$ cat config.mk
export PLATFORM = sky130hd
export DESIGN_NAME = text_console_writer
export DESIGN_NICKNAME = d
export VERILOG_FILES = /design/src/rtl/console_pkg.sv /design/src/rtl/console_cursor.sv /design/src/rtl/text_console_writer.sv
export SDC_FILE = /design/constraint.sdc
export NUM_CORES = 1
export LEC_CHECK = 0
export ABC_CLOCK_PERIOD_IN_PS = 3600
export BUFFER_PORTS_ARGS = -buffer_cell sky130_fd_sc_hd__buf_2
export CORE_MARGIN = 4
export CORE_UTILIZATION = 50
export CTS_CLUSTER_DIAMETER = 200
export CTS_CLUSTER_SIZE = 40
export DETAILED_ROUTE_END_ITERATION = 12
export GPL_TIMING_DRIVEN = 1
export PLACE_DENSITY = 0.69
export SLEW_MARGIN = 20
export SYNTH_ARGS = -nofsm -noshare
export SYNTH_HDL_FRONTEND = slang
export SYNTH_SLANG_ARGS = --single-unit
$ cat constraint.sdc
create_clock -name ram_clk -period 3.6 [get_ports ram_clk]
set_input_delay 0 -clock ram_clk [delete_from_list [all_inputs] [get_ports ram_clk]]
set_output_delay 0 -clock ram_clk [all_outputs]
set_load 0.02 [all_outputs]
$ cat src/rtl/console_pkg.sv
// Shared definitions for the text console writer: control bytes, FSM states,
// default screen geometry and small cell-formatting helpers.
package console_pkg;

    localparam int DEFAULT_COLS = 100;
    localparam int DEFAULT_ROWS = 30;

    localparam logic [7:0] CH_BS    = 8'h08;
    localparam logic [7:0] CH_LF    = 8'h0A;
    localparam logic [7:0] CH_FF    = 8'h0C;
    localparam logic [7:0] CH_CR    = 8'h0D;
    localparam logic [7:0] CH_ESC   = 8'h1B;
    localparam logic [7:0] CH_SPACE = 8'h20;
    localparam logic [7:0] CH_TILDE = 8'h7E;

    localparam logic [6:0] GLYPH_SPACE = 7'h20;

    typedef enum logic [1:0] {
        ST_IDLE       = 2'd0,
        ST_CLR_LINE   = 2'd1,
        ST_CLR_SCREEN = 2'd2
    } console_state_e;

    // True for bytes that produce a visible glyph write.
    function automatic logic is_printable(input logic [7:0] ch);
        return (ch >= CH_SPACE) && (ch <= CH_TILDE);
    endfunction

    // Text-RAM cell layout: attribute in the high byte, 7-bit glyph below.
    function automatic logic [15:0] make_cell(input logic [7:0] attr, input logic [6:0] glyph);
        return {attr, 1'b0, glyph};
    endfunction

endpackage

$ cat src/rtl/console_cursor.sv
// Cursor tracker: column, row and the row-base address (row*COLS) kept as a
// running sum so no multiplier is needed. Commands are mutually exclusive;
// home has highest priority.
module console_cursor
    import console_pkg::*;
#(
    parameter int COLS = DEFAULT_COLS,
    parameter int ROWS = DEFAULT_ROWS
) (
    input  logic        clk,
    input  logic        reset,
    input  logic        cmd_advance,
    input  logic        cmd_newline,
    input  logic        cmd_cr,
    input  logic        cmd_backspace,
    input  logic        cmd_home,
    output logic [7:0]  col,
    output logic [7:0]  row,
    output logic [11:0] row_base
);

    localparam logic [7:0]  LAST_COL  = 8'(COLS - 1);
    localparam logic [7:0]  LAST_ROW  = 8'(ROWS - 1);
    localparam logic [11:0] COLS_STEP = 12'(COLS);

    logic [7:0]  col_r, col_next_s;
    logic [7:0]  row_r, row_next_s;
    logic [11:0] base_r, base_next_s;
    logic        line_adv_s;

    // Next cursor position from the current command.
    always_comb begin
        col_next_s  = col_r;
        row_next_s  = row_r;
        base_next_s = base_r;
        line_adv_s  = 1'b0;
        if (cmd_home) begin
            col_next_s  = 8'd0;
            row_next_s  = 8'd0;
            base_next_s = 12'd0;
        end else if (cmd_newline) begin
            line_adv_s = 1'b1;
        end else if (cmd_advance) begin
            if (col_r == LAST_COL) begin
                line_adv_s = 1'b1;
            end else begin
                col_next_s = col_r + 8'd1;
            end
        end else if (cmd_cr) begin
            col_next_s = 8'd0;
        end else if (cmd_backspace) begin
            if (col_r != 8'd0) begin
                col_next_s = col_r - 8'd1;
            end else begin
                col_next_s = col_r;
            end
        end else begin
            col_next_s = col_r;
        end

        if (line_adv_s) begin
            col_next_s = 8'd0;
            if (row_r == LAST_ROW) begin
                row_next_s  = 8'd0;
                base_next_s = 12'd0;
            end else begin
                row_next_s  = row_r + 8'd1;
                base_next_s = base_r + COLS_STEP;
            end
        end else begin
            row_next_s = row_next_s;
        end
    end

    // Cursor registers.
    always_ff @(posedge clk) begin
        if (reset) begin
            col_r  <= 8'd0;
            row_r  <= 8'd0;
            base_r <= 12'd0;
        end else begin
            col_r  <= col_next_s;
            row_r  <= row_next_s;
            base_r <= base_next_s;
        end
    end

    assign col      = col_r;
    assign row      = row_r;
    assign row_base = base_r;

endmodule

$ cat src/rtl/text_console_writer.sv
// Byte-stream to text-RAM writer. Printable bytes are written at the cursor;
// LF/line wrap clear the new line, FF clears the whole screen. RAM strobe,
// address and data are registered and reflect the previous cycle's decision.
// Optional feature macro: CONSOLE_ATTR_ESC_EN (ESC loads the next byte as attr).
module text_console_writer
    import console_pkg::*;
#(
    parameter int         COLS         = DEFAULT_COLS,
    parameter int         ROWS         = DEFAULT_ROWS,
    parameter logic [7:0] DEFAULT_ATTR = 8'h0F
) (
    input  logic        ram_clk,
    input  logic        ram_reset,
    input  logic        in_valid,
    input  logic [7:0]  in_char,
    output logic        in_ready,
    output logic        ram_ce,
    output logic [11:0] ram_addr,
    output logic [15:0] ram_data,
    output logic [7:0]  cursor_col,
    output logic [7:0]  cursor_row,
    output logic        busy
);

    localparam logic [7:0]  LAST_COL     = 8'(COLS - 1);
    localparam logic [11:0] LAST_COL_CNT = 12'(COLS - 1);
    localparam logic [11:0] LAST_CELL    = 12'(COLS * ROWS - 1);

    console_state_e state_r, state_next_s;
    logic [11:0] clr_cnt_r, clr_cnt_next_s;
    logic        ram_ce_r, wr_ce_s;
    logic [11:0] ram_addr_r, wr_addr_s;
    logic [15:0] ram_data_r, wr_data_s;
    logic        in_ready_s, accept_s, plain_accept_s;
    logic [7:0]  attr_s;
    logic [7:0]  col_s, row_s;
    logic [11:0] row_base_s;
    logic        cmd_advance_s, cmd_newline_s, cmd_cr_s, cmd_bs_s, cmd_home_s;

    assign in_ready_s = (state_r == ST_IDLE) && !ram_reset;
    assign accept_s   = in_valid && in_ready_s;

`ifdef CONSOLE_ATTR_ESC_EN
    logic [7:0] attr_r;
    logic       esc_armed_r;

    assign attr_s         = attr_r;
    assign plain_accept_s = accept_s && !esc_armed_r && (in_char != CH_ESC);

    // ESC arms the flag; the byte after it is taken verbatim as the new attr.
    always_ff @(posedge ram_clk) begin
        if (ram_reset) begin
            attr_r      <= DEFAULT_ATTR;
            esc_armed_r <= 1'b0;
        end else if (accept_s && esc_armed_r) begin
            attr_r      <= in_char;
            esc_armed_r <= 1'b0;
        end else if (accept_s && (in_char == CH_ESC)) begin
            esc_armed_r <= 1'b1;
        end else begin
            esc_armed_r <= esc_armed_r;
        end
    end
`else
    assign attr_s         = DEFAULT_ATTR;
    assign plain_accept_s = accept_s;
`endif

    console_cursor #(
        .COLS (COLS),
        .ROWS (ROWS)
    ) u_cursor (
        .clk           (ram_clk),
        .reset         (ram_reset),
        .cmd_advance   (cmd_advance_s),
        .cmd_newline   (cmd_newline_s),
        .cmd_cr        (cmd_cr_s),
        .cmd_backspace (cmd_bs_s),
        .cmd_home      (cmd_home_s),
        .col           (col_s),
        .row           (row_s),
        .row_base      (row_base_s)
    );

    // Byte decode, clear sequencing, cursor commands and next RAM write.
    always_comb begin
        state_next_s   = state_r;
        clr_cnt_next_s = clr_cnt_r;
        wr_ce_s        = 1'b0;
        wr_addr_s      = ram_addr_r;
        wr_data_s      = ram_data_r;
        cmd_advance_s  = 1'b0;
        cmd_newline_s  = 1'b0;
        cmd_cr_s       = 1'b0;
        cmd_bs_s       = 1'b0;
        cmd_home_s     = 1'b0;
        case (state_r)
            ST_IDLE: begin
                if (plain_accept_s) begin
                    if (is_printable(in_char)) begin
                        wr_ce_s       = 1'b1;
                        wr_addr_s     = row_base_s + {4'd0, col_s};
                        wr_data_s     = make_cell(attr_s, in_char[6:0]);
                        cmd_advance_s = 1'b1;
                        if (col_s == LAST_COL) begin
                            state_next_s   = ST_CLR_LINE;
                            clr_cnt_next_s = 12'd0;
                        end else begin
                            state_next_s = ST_IDLE;
                        end
                    end else begin
                        case (in_char)
                            CH_LF: begin
                                cmd_newline_s  = 1'b1;
                                state_next_s   = ST_CLR_LINE;
                                clr_cnt_next_s = 12'd0;
                            end
                            CH_CR: cmd_cr_s = 1'b1;
                            CH_BS: cmd_bs_s = 1'b1;
                            CH_FF: begin
                                state_next_s   = ST_CLR_SCREEN;
                                clr_cnt_next_s = 12'd0;
                            end
                            default: state_next_s = ST_IDLE;
                        endcase
                    end
                end else begin
                    state_next_s = ST_IDLE;
                end
            end
            ST_CLR_LINE: begin
                wr_ce_s   = 1'b1;
                wr_addr_s = row_base_s + clr_cnt_r;
                wr_data_s = make_cell(attr_s, GLYPH_SPACE);
                if (clr_cnt_r == LAST_COL_CNT) begin
                    state_next_s   = ST_IDLE;
                    clr_cnt_next_s = 12'd0;
                end else begin
                    clr_cnt_next_s = clr_cnt_r + 12'd1;
                end
            end
            ST_CLR_SCREEN: begin
                wr_ce_s   = 1'b1;
                wr_addr_s = clr_cnt_r;
                wr_data_s = make_cell(attr_s, GLYPH_SPACE);
                if (clr_cnt_r == LAST_CELL) begin
                    state_next_s   = ST_IDLE;
                    clr_cnt_next_s = 12'd0;
                    cmd_home_s     = 1'b1;
                end else begin
                    clr_cnt_next_s = clr_cnt_r + 12'd1;
                end
            end
            default: begin
                state_next_s   = ST_IDLE;
                clr_cnt_next_s = 12'd0;
            end
        endcase
    end

    // FSM state register.
    always_ff @(posedge ram_clk) begin
        if (ram_reset) begin
            state_r <= ST_IDLE;
        end else begin
            state_r <= state_next_s;
        end
    end

    // Clear counter and registered RAM write port.
    always_ff @(posedge ram_clk) begin
        if (ram_reset) begin
            clr_cnt_r  <= 12'd0;
            ram_ce_r   <= 1'b0;
            ram_addr_r <= 12'd0;
            ram_data_r <= 16'd0;
        end else begin
            clr_cnt_r  <= clr_cnt_next_s;
            ram_ce_r   <= wr_ce_s;
            ram_addr_r <= wr_addr_s;
            ram_data_r <= wr_data_s;
        end
    end

    assign in_ready   = in_ready_s;
    assign ram_ce     = ram_ce_r;
    assign ram_addr   = ram_addr_r;
    assign ram_data   = ram_data_r;
    assign cursor_col = col_s;
    assign cursor_row = row_s;
    assign busy       = (state_r != ST_IDLE);

endmodule

**Word-level counts from Yosys, hierarchy flattened**

Cells that the tools add are included.

- Register bits: 71
- Input port bits: 11

- $add $sub $neg: 7
- Magnitude comparators: 2
- Equal/unequal tests: 18
- Mux-type cells: 53
- Bitwise operators: 1
- Reductions and logical operators: 21

Operators with widths:

| kind | count |
|---|---|
| $mux 12 | 11 |
| $pmux 12 s3 | 2 |
| $mux 8 | 8 |
| $eq 8x4->1 const B | 4 |
| $mux 16 | 2 |
| $pmux 16 s2 | 1 |
| $mux 1 | 22 |
| $add 8x1->8 const B | 2 |
| $add 12x1->12 const B | 1 |
| $add 12x12->12 | 1 |
| $add 12x7->12 const B | 1 |
| $add 12x8->12 | 1 |
| $eq 12x12->1 const B | 1 |
| $eq 12x7->1 const B | 1 |
| $pmux 2 s3 | 2 |
| $reduce_and 3->1 | 4 |
| $reduce_bool 3->1 | 3 |
| $eq 8x5->1 const B | 1 |
| $eq 8x7->1 const B | 1 |
| $ge 8x6->1 const B | 1 |
| $le 8x7->1 const B | 1 |
| $mux 2 | 4 |
| $ne 2x2->1 const B | 4 |
| $reduce_bool 8->1 | 1 |
| 15 further kinds | 22 |

**Longest topological paths before layout**

Gate-level depths: netlist of run 1.

- Depth after elaboration: 9
- Gate-level depth with buffers: 11
- Gate-level depth less buffers: 10

**Modules after synthesis**

Synthesis of run 1 repeated with hierarchy kept, for this count alone.

- Cells, all modules: 509
- Area, all modules: 4067.7 sq um

By module, submodules not included:

| module | instances | cells each | area each (sq um) | seq. area each (sq um) |
|---|---|---|---|---|
| text_console_writer | 1 | 312 | 2507.4 | 700.7 |
| console_cursor | 1 | 197 | 1560.2 | 520.5 |

**Worst setup path after synthesis of run 1**

No wires, ideal clock.

- Kind: flip-flop to flip-flop
- Start: register state_r[1]
- End: register ram_addr_r[9] (netlist: ram_addr[9])
- Setup time: 137 ps
- Arrival: 2424 ps
- Required time: 3463 ps
- Slack: 1039 ps
- Cell stages (with the launch flop): 12
- Period minus slack after synthesis: 2561 ps
- Path through: dfxtp_1 > inv_1 > ha_1 > clkbuf_1 > mux2_2 > ha_1 > clkbuf_1 > a21oi_1 > o221a_2 > a21oi_1 > xnor2_1 > o221ai_1

- Word-level cells in the longest chain between the ends: 5
- Elaborated cells on any way between the ends: 10
- Those cells by class: eq/ne (4); mux (1); reduce/logical (5)

Ends and longest elaborated chain:

| what | RTL line | text |
|---|---|---|
| from (decl) | text_console_writer.sv:29 | `console_state_e state_r, state_next_s;` |
| from (signal assigned) | text_console_writer.sv:166 | `state_r <= state_next_s;` |
| $logic_not 2->1 | text_console_writer.sv:40, text_console_writer.sv:97 |  |
| $logic_and 1x1->1 | text_console_writer.sv:40 | `assign in_ready_s = (state_r == ST_IDLE) && !ram_reset;` |
| $logic_and 1x1->1 | text_console_writer.sv:41 | `assign accept_s = in_valid && in_ready_s;` |
| $ne 2x2->1 (no line) | - |  |
| $reduce_and 3->1 (no line) | - |  |
| to (signal assigned) | text_console_writer.sv:180 | `ram_addr_r <= wr_addr_s;` |
| to (decl) | text_console_writer.sv:32 | `logic [11:0] ram_addr_r, wr_addr_s;` |

Parallel ways exist; a longest one is shown, timed or not.
A chain may end at the register's enable or synchronous reset.

**Worst setup path after layout of run 1**

- Start: register state_r[0]
- End: register ram_data_r[4] (netlist: ram_data[4])

- Word-level cells in the longest chain between the ends: 5
- Elaborated cells on any way between the ends: 11
- Those cells by class: eq/ne (4); mux (1); reduce/logical (6)

Ends and longest elaborated chain:

| what | RTL line | text |
|---|---|---|
| $logic_not 2->1 | text_console_writer.sv:40, text_console_writer.sv:97 |  |
| $logic_and 1x1->1 | text_console_writer.sv:40 |  |
| $logic_and 1x1->1 | text_console_writer.sv:41 |  |
| $ne 2x2->1 (no line) | - |  |
| $reduce_and 3->1 (no line) | - |  |
| to (signal assigned) | text_console_writer.sv:181 | `ram_data_r <= wr_data_s;` |
| to (decl) | text_console_writer.sv:33 | `logic [15:0] ram_data_r, wr_data_s;` |

Parallel ways exist; a longest one is shown, timed or not.

==> results of run 1 <==
==> cell type report <==
type                       instances  area [um^2]
multi-input combinational        396         2696
tap                              105        131.4
inverter                          20        75.07
clock buffer                       9        123.9
timing repair buffer              66        380.4
sequential                        61         1221
fill                             775         3472
clock inverter                     7        75.07
==> critical path: stages (launching register included) <==
cell and delay (ns):
dfxtp_1 0.40, inv_1 0.10, ha_1 0.30, and3b_1 0.27
o211a_1 0.18, buf_4 0.22, a21oi_1 0.53, a22oi_1 0.20
nor2_1 0.12, dlygate4sd3_1 0.56
==> metal layers <==
layer  GRT usage (%)  up-vias
met5               0        -
met4           9.454        0
met3           4.979       36
met2           39.67      196
met1           32.18     2045
li1                -     2028
==> cell usage in the layout, fill, tap and decap left out, drive strengths merged, types with 18 or more instances in the layout <==
cell type and count:
a21oi 26, nor2 29, dfxtp 61, and3 18, nand2 38, buf 60, ha 22, a31oi 18
nand3 32, inv 21, o21ai 20
==> sequential cells by signal (all words and copies together), names as in the netlist <==
register	cells
state_r	2
ram_addr	12
ram_ce	1
u_cursor.row	8
ram_data	8
clr_cnt_r	12
u_cursor.col	8
u_cursor.row_base	10
==> what timing repair did <==
item | 4_1_cts | 5_1_grt
setup buffers | 0 | 0
hold buffers | 6 | 0
hold endpoints to repair | 8 | 0
==> worst max path at each step <==
stage | from | end | slack (ns) | cells past startpoint
after floorplan | state_r[1] | ram_addr[9] | 1.04 | 11
after global placement | state_r[0] | u_cursor.row_base[6] | 0.93 | 9
after detailed placement | state_r[0] | u_cursor.col[7] | 0.89 | 8
after CTS | state_r[0] | ram_data[4] | 0.73 | 9
after global routing | state_r[0] | ram_data[4] | 0.50 | 9
final | state_r[0] | ram_data[4] | 0.64 | 9
==> power by group through the flow <==
stage	Sequential [uW]	Clock, uW	Combinational [uW]
after detailed placement	716	0	171
after CTS	700	633	177
final	701	625	180
after global routing	702	667	194
after floorplan	722	0	121
after global placement	715	0	170
==> stage by stage <==
step | hold WS, ns | setup slack, ns | power (uW)
floorplan | 0.1483 | 1.039 | 843.6
global placement | 0.2801 | 0.9274 | 884.8
detailed placement | 0.2899 | 0.8860 | 887.0
CTS | 0.01529 | 0.7264 | 1510
global route | 0.04443 | 0.5000 | 1563
finish | 0.02828 | 0.6421 | 1505
==> cells by family (layout without fill, tap and decap cells) <==
kind of cell / after synthesis / in the layout / share of synthesized area (%)
flops: 61 / 61 / 29.29
simple gates: 188 / 188 / 24.58
fa+ha+maj: 22 / 22 / 6.603
compound gates: 151 / 151 / 26.29
buf+inv: 61 / 102 / 6.483
other cells: 1 / 6 / 0.08995
xor+xnor: 15 / 15 / 3.151
mux: 14 / 14 / 3.511
==> summary.txt, run 1 <==
Die
  – Die ar.: 9862 um^2
  – Core area: 8175 um^2
  – Boundary Pins: 58
  – Row count: 33
  – Chip Height: 99.31 um
  – Die W: 99.31 um
  – Initial core utilization: 50.99%

Clock network
  – Clock sinks: 61
  – CTS tree: done
  – H-tree levels: 3
  – Clock root cell: clkbuf_8
  – Skew-Pair Late Insertion Delay: 0.35 ns
  – PostCTS Resize Cnt: 0
  – Clock Tree Buf Depth: 2
  – Clk slew on worst S/H paths: 0.08 ns
  – Inserted Clock Buffers: 9

Layout
  – Fin cells: 664
  – Nets@finish: 587
  – Antenna cells: 0
  – Final Util: 57.53%
  – Share of layout cells above drive strength 1: 16.64%
  – Area growth, synth to finish: 12.82%
  – Fin area: 4703 um^2

Drt
  – Via density: 6.483
  – WL met1: 5.253 mm
  – WL met3: 798 um
  – Final wirelength: 12.00 mm
  – Detailed Route Iter0 Violations: 298
  – WL/cell: 18.07 um
  – Antenna Nets Post-Route: 0
  – Met2 routed WL: 5.629 mm
  – Highest metal used: met4
  – Drt drc: 0
  – Vias: 4305
  – DR pass1 iterations: 5

Status
  – Status: finished, final reports clean

STA
  – Min Tclk post-route: 2.958 ns
  – Final period utilization: 82.16%
  – Final Max Slew Viols: 0
  – Top achievable clock speed: 0.3381 GHz
  – Endpoints failing setup: 0
  – TNS Setup: 0 ns
  – Worst-margin pin slew: 0.8262 ns
  – Slew HR: 44.41%
  – RSZ-0062 raised after global routing: no
  – Final Hold Fails: 0
  – Fin Clk Skew: 0.01008 ns

Yosys
  – Post-Syn Area: 4169 um^2
  – Dominant synthesized flop cell: dfxtp_1
  – Flops & latches, synth: 61
  – Distinct cells, synth: 68
  – Sequential area share after synthesis: 29.29%
  – Synthesized area per cell: 8.127 um^2
  – Top cell type's share of synthesized area: 29.29%
  – Area contributors post-synth: dfxtp_1, ha_1, nand3_1
  – Most common cell in the netlist: dfxtp_1
  – Gate Count Post-Synth: 513
  – Synth top cells by count: dfxtp_1, nand2_1, nand3_1
  – Number of synthesized flops with an enable pin: 0
  – Cell taking the most area after synthesis: dfxtp_1
  – Synthesis warning total: 0
  – FFs w/ async S/R, synth: 0%

Worst setup path
  – CP Capture Type: register
  – Startpoint Class: register
  – R2R Setup Slk: 0.64 ns
  – Worst Path Class, Setup: reg2reg
  – RR Startpoint: state_r[0]
  – Critical Path RT: 3.89 ns
  – WP data arrival: 3.25 ns
  – Worst reg2reg path endpoint: ram_data[4]
  – Crit-path max FO: 16
  – Reg2reg path depth: 9

Power
  – Clock Power Share: 41.5%
  – Cell-internal power: 1074 uW
  – Logic pwr share: 11.9%
  – Power Density: 320.1 nW/um^2
  – P_sw: 431.9 uW
  – Flop pwr share: 46.5%
  – Leakage: 0.001868 uW
  – Switching portion of total power: 28.69%
  – Max rail drop VDD: 0.2134 mV

Hold path
  – Hold_sp: in_char[2]
  – Tightest Hold Check Type: in2reg
  – Hold Path Depth: 3
  – Hold EP: ram_data[2]

Placed design
  – Port Buffers: 52
  – GPL Wtd Cong: 0.9329
  – Placed Cells: 642
  – Post-DP HPWL: 8.387 mm
  – Placed inst area: 4444 um^2

Run
  – Maximum Capacitance Violations: 0

Global routing
  – Initial antenna violation count: 0
  – Vias in the first global route: 3975
  – Congestion Overflow GR: 0
  – First-pass GRT wire length: 19.75 mm
  – Global Route Usage Sum: 24.52%
  – Largest net degree at the start of global routing: 29
(Power assumes the default switching activity.)
==> run 2: changes to the inputs <==
--- a/config.mk
+++ b/config.mk
@@ -5,7 +5,7 @@
 export SDC_FILE = /design/constraint.sdc
 export NUM_CORES = 1
 export LEC_CHECK = 0
-export ABC_CLOCK_PERIOD_IN_PS = 3600
+export ABC_CLOCK_PERIOD_IN_PS = 3000
 export BUFFER_PORTS_ARGS = -buffer_cell sky130_fd_sc_hd__buf_2
 export CORE_MARGIN = 4
 export CORE_UTILIZATION = 50
==> constraint.sdc (replaced) <==
create_clock -name ram_clk -period 3 [get_ports ram_clk]
set_input_delay 0 -clock ram_clk [delete_from_list [all_inputs] [get_ports ram_clk]]
set_output_delay 0 -clock ram_clk [all_outputs]
set_load 0.02 [all_outputs]
==> run 2 against run 1 <==
Non-clock buffer count is 5 higher; critical path depth is 2 lower; sequential power increased by 19%; core utilization up 0.72 points; via count is 1.0% lower; sequential share of layout area fell by 0.32 points; critical path type unchanged.
==> summary.txt, run 2 (synthesized netlist as in run 1, its figures left out) <==
Power
  – Leakage: 0.001909 uW (+2.2%)
  – Max rail drop VDD: 0.2593 mV (+22%)
  – Power Density: 392.9 nW/um^2 (+23%)

Clock network
  – CTS tree: done
  – Inserted Clock Buffers: 9 (unchanged)
  – Clock root cell: clkbuf_8
  – Clock sinks: 61 (unchanged)
  – Clock Tree Buf Depth: 2 (unchanged)
  – Setup Fix Bufs, Post-CTS: 0 (unchanged)
  – Clk slew on worst S/H paths: 0.08 ns (about the same)
  – H-tree levels: 3 (unchanged)
  – Skew-Pair Late Insertion Delay: 0.36 ns (about the same)

STA
  – RSZ-0062 raised after global routing: no
  – Worst-margin pin slew: 0.7924 ns (-0.03380 ns)
  – TNS Setup: 0 ns (unchanged)
  – Endpoints failing setup: 0 (unchanged)
  – Slew HR: 46.85% (+2.4 points)
  – Final period utilization: 92.17% (+10 points)
  – Final Hold Fails: 0 (unchanged)
  – Min Tclk post-route: 2.765 ns (-0.1928 ns)
  – Fin Clk Skew: 0.01206 ns (+0.001986 ns)
  – Top achievable clock speed: 0.3617 GHz (+7.0%)
  – Final Max Slew Viols: 0 (unchanged)

Hold path
  – Hold Path Depth: 3 (unchanged)
  – Tightest Hold Check Type: in2reg

Die
  – Core area: 8175 um^2 (unchanged)
  – Boundary Pins: 58 (unchanged)
  – Die W: 99.31 um (unchanged)
  – Row count: 33 (unchanged)
  – Die ar.: 9862 um^2 (unchanged)
  – Initial core utilization: 50.99% (unchanged)
  – Chip Height: 99.31 um (unchanged)

Layout
  – Area growth, synth to finish: 14.23%
  – Share of layout cells above drive strength 1: 17.55% (+0.92 points)
  – Nets@finish: 592 (+0.85%)
  – Commonest non-fill, non-tap cell in the layout: dfxtp_1
  – Filler cell count: 755 (-2.6%)
  – Antenna cells: 0 (unchanged)
  – Most frequent cells in the layout: dfxtp_1, buf_2, nand2_1, nand3_1, nor2_1
  – Final Util: 58.25% (+0.72 points)

Worst setup path
  – Worst reg2reg path endpoint: u_cursor.col[2]
  – Crit-path max FO: 11 (-5)
  – Worst Path Class, Setup: reg2reg
  – Critical Path Source: state_r[0]
  – Reg2reg path depth: 7 (-2)
  – WP data arrival: 3.06 ns (-0.19 ns)
  – RR Startpoint: state_r[0]
  – Worst setup endpoint: u_cursor.col[2]
  – Critical Path RT: 3.29 ns (-0.60 ns)
  – Startpoint Class: register
  – R2R Setup Slk: 0.23 ns (-0.41 ns)
  – CP Capture Type: register

Drt
  – Antenna Nets Post-Route: 0 (unchanged)
  – WL/cell: 18.01 um (-0.38%)
  – Via density: 6.369 (-1.8%)
  – Vias: 4261 (-1.0%)
  – Drt drc: 0 (unchanged)
  – Detailed Route Iter0 Violations: 221 (-26%)
  – DR pass1 iterations: 5 (unchanged)
  – Final wirelength: 12.05 mm (+0.37%)

Global routing
  – GR Layer Usage met3: 4.137% (-0.84 points)
  – Grt met2 use: 38.58% (-1.1 points)
  – Initial antenna violation count: 0 (unchanged)
  – Met1 Use GR: 33.79% (+1.6 points)
  – Largest net degree at the start of global routing: 28 (-3.4%)
  – GR peak layer: met2
  – Congestion Overflow GR: 0 (unchanged)
  – Global Route Usage Sum: 24.74% (+0.22 points)
  – First-pass GRT wire length: 19.95 mm (+1.0%)
  – Vias in the first global route: 3981 (+0.15%)

Status
  – Status: finished, final reports clean

Placed design
  – GPL Wtd Cong: 0.9324 (about the same)
  – Post-DP HPWL: 8.513 mm (+1.5%)
  – Port Buffers: 52 (unchanged)

Run
  – Maximum Capacitance Violations: 0 (unchanged)
-- run 2: worst min-delay path by stage --
stage | startpoint | to
6_report | in_char[0] | ram_data[0]
5_1_grt | in_char[0] | ram_data[0]
4_1_cts | in_char[2] | ram_data[2]
3_5_place_dp | in_char[4] | ram_data[4]
3_3_place_gp | in_char[4] | ram_data[4]
2_1_floorplan | in_char[3] | ram_data[3]
-- run 2: power by group --
group | internal, uW | switching (uW)
Clock | 451 | 359
Sequential | 823 | 11.4
Combinational | 83.7 | 143
Total | 1360 | 514
-- run 2: timing repair --
action / in CTS / in global routing
hold buffers: 6 / 0
gates resized for setup: 0 / 1
endpoints found under the setup margin: 0 / 1
endpoints found under the hold margin: 9 / 0
-- run 2: layer usage --
layer	vias up	routed length, um
li1	2047	-
met1	2033	5460
met2	159	5462
met3	22	837
met4	0	286
met5	-	0
-- run 2: through the flow --
stage / instances / hold WS [ns] / area, um^2 / power [uW] / setup slack, ns
after floorplan: 518 / 0.1483 / 4188 / 1012 / 0.4387
after global placement: 647 / 0.2842 / 4482 / 1065 / 0.3391
after detailed placement: 647 / 0.2959 / 4482 / 1068 / 0.2201
after CTS: 669 / 0.01296 / 4753 / 1875 / 0.1947
after global routing: 669 / 0.06412 / 4762 / 1929 / 0.02664
final: 669 / 0.02809 / 4762 / 1871 / 0.2349
-- run 2: final cells by class --
| cell class | instances | area, um^2 | area share [%] |
|---|---|---|---|
| clock buffers | 13 | 168.9 | 3.547 |
| inverters | 20 | 75.07 | 1.576 |
| flip-flops and latches | 61 | 1221 | 25.64 |
| repair buffers | 71 | 417.9 | 8.776 |
| clock inverters | 3 | 42.54 | 0.8933 |
| well taps | 105 | 131.4 | 2.759 |
| multi-input cells | 396 | 2705 | 56.80 |
-- run 2: critical path, stage by stage, from the launching register on --
cell      delay, ns
dfxtp_1        0.39
inv_1          0.10
ha_1           0.28
and3b_1        0.26
o211a_1        0.21
a311oi_2       0.62
and2_1         0.53
o221a_2        0.30
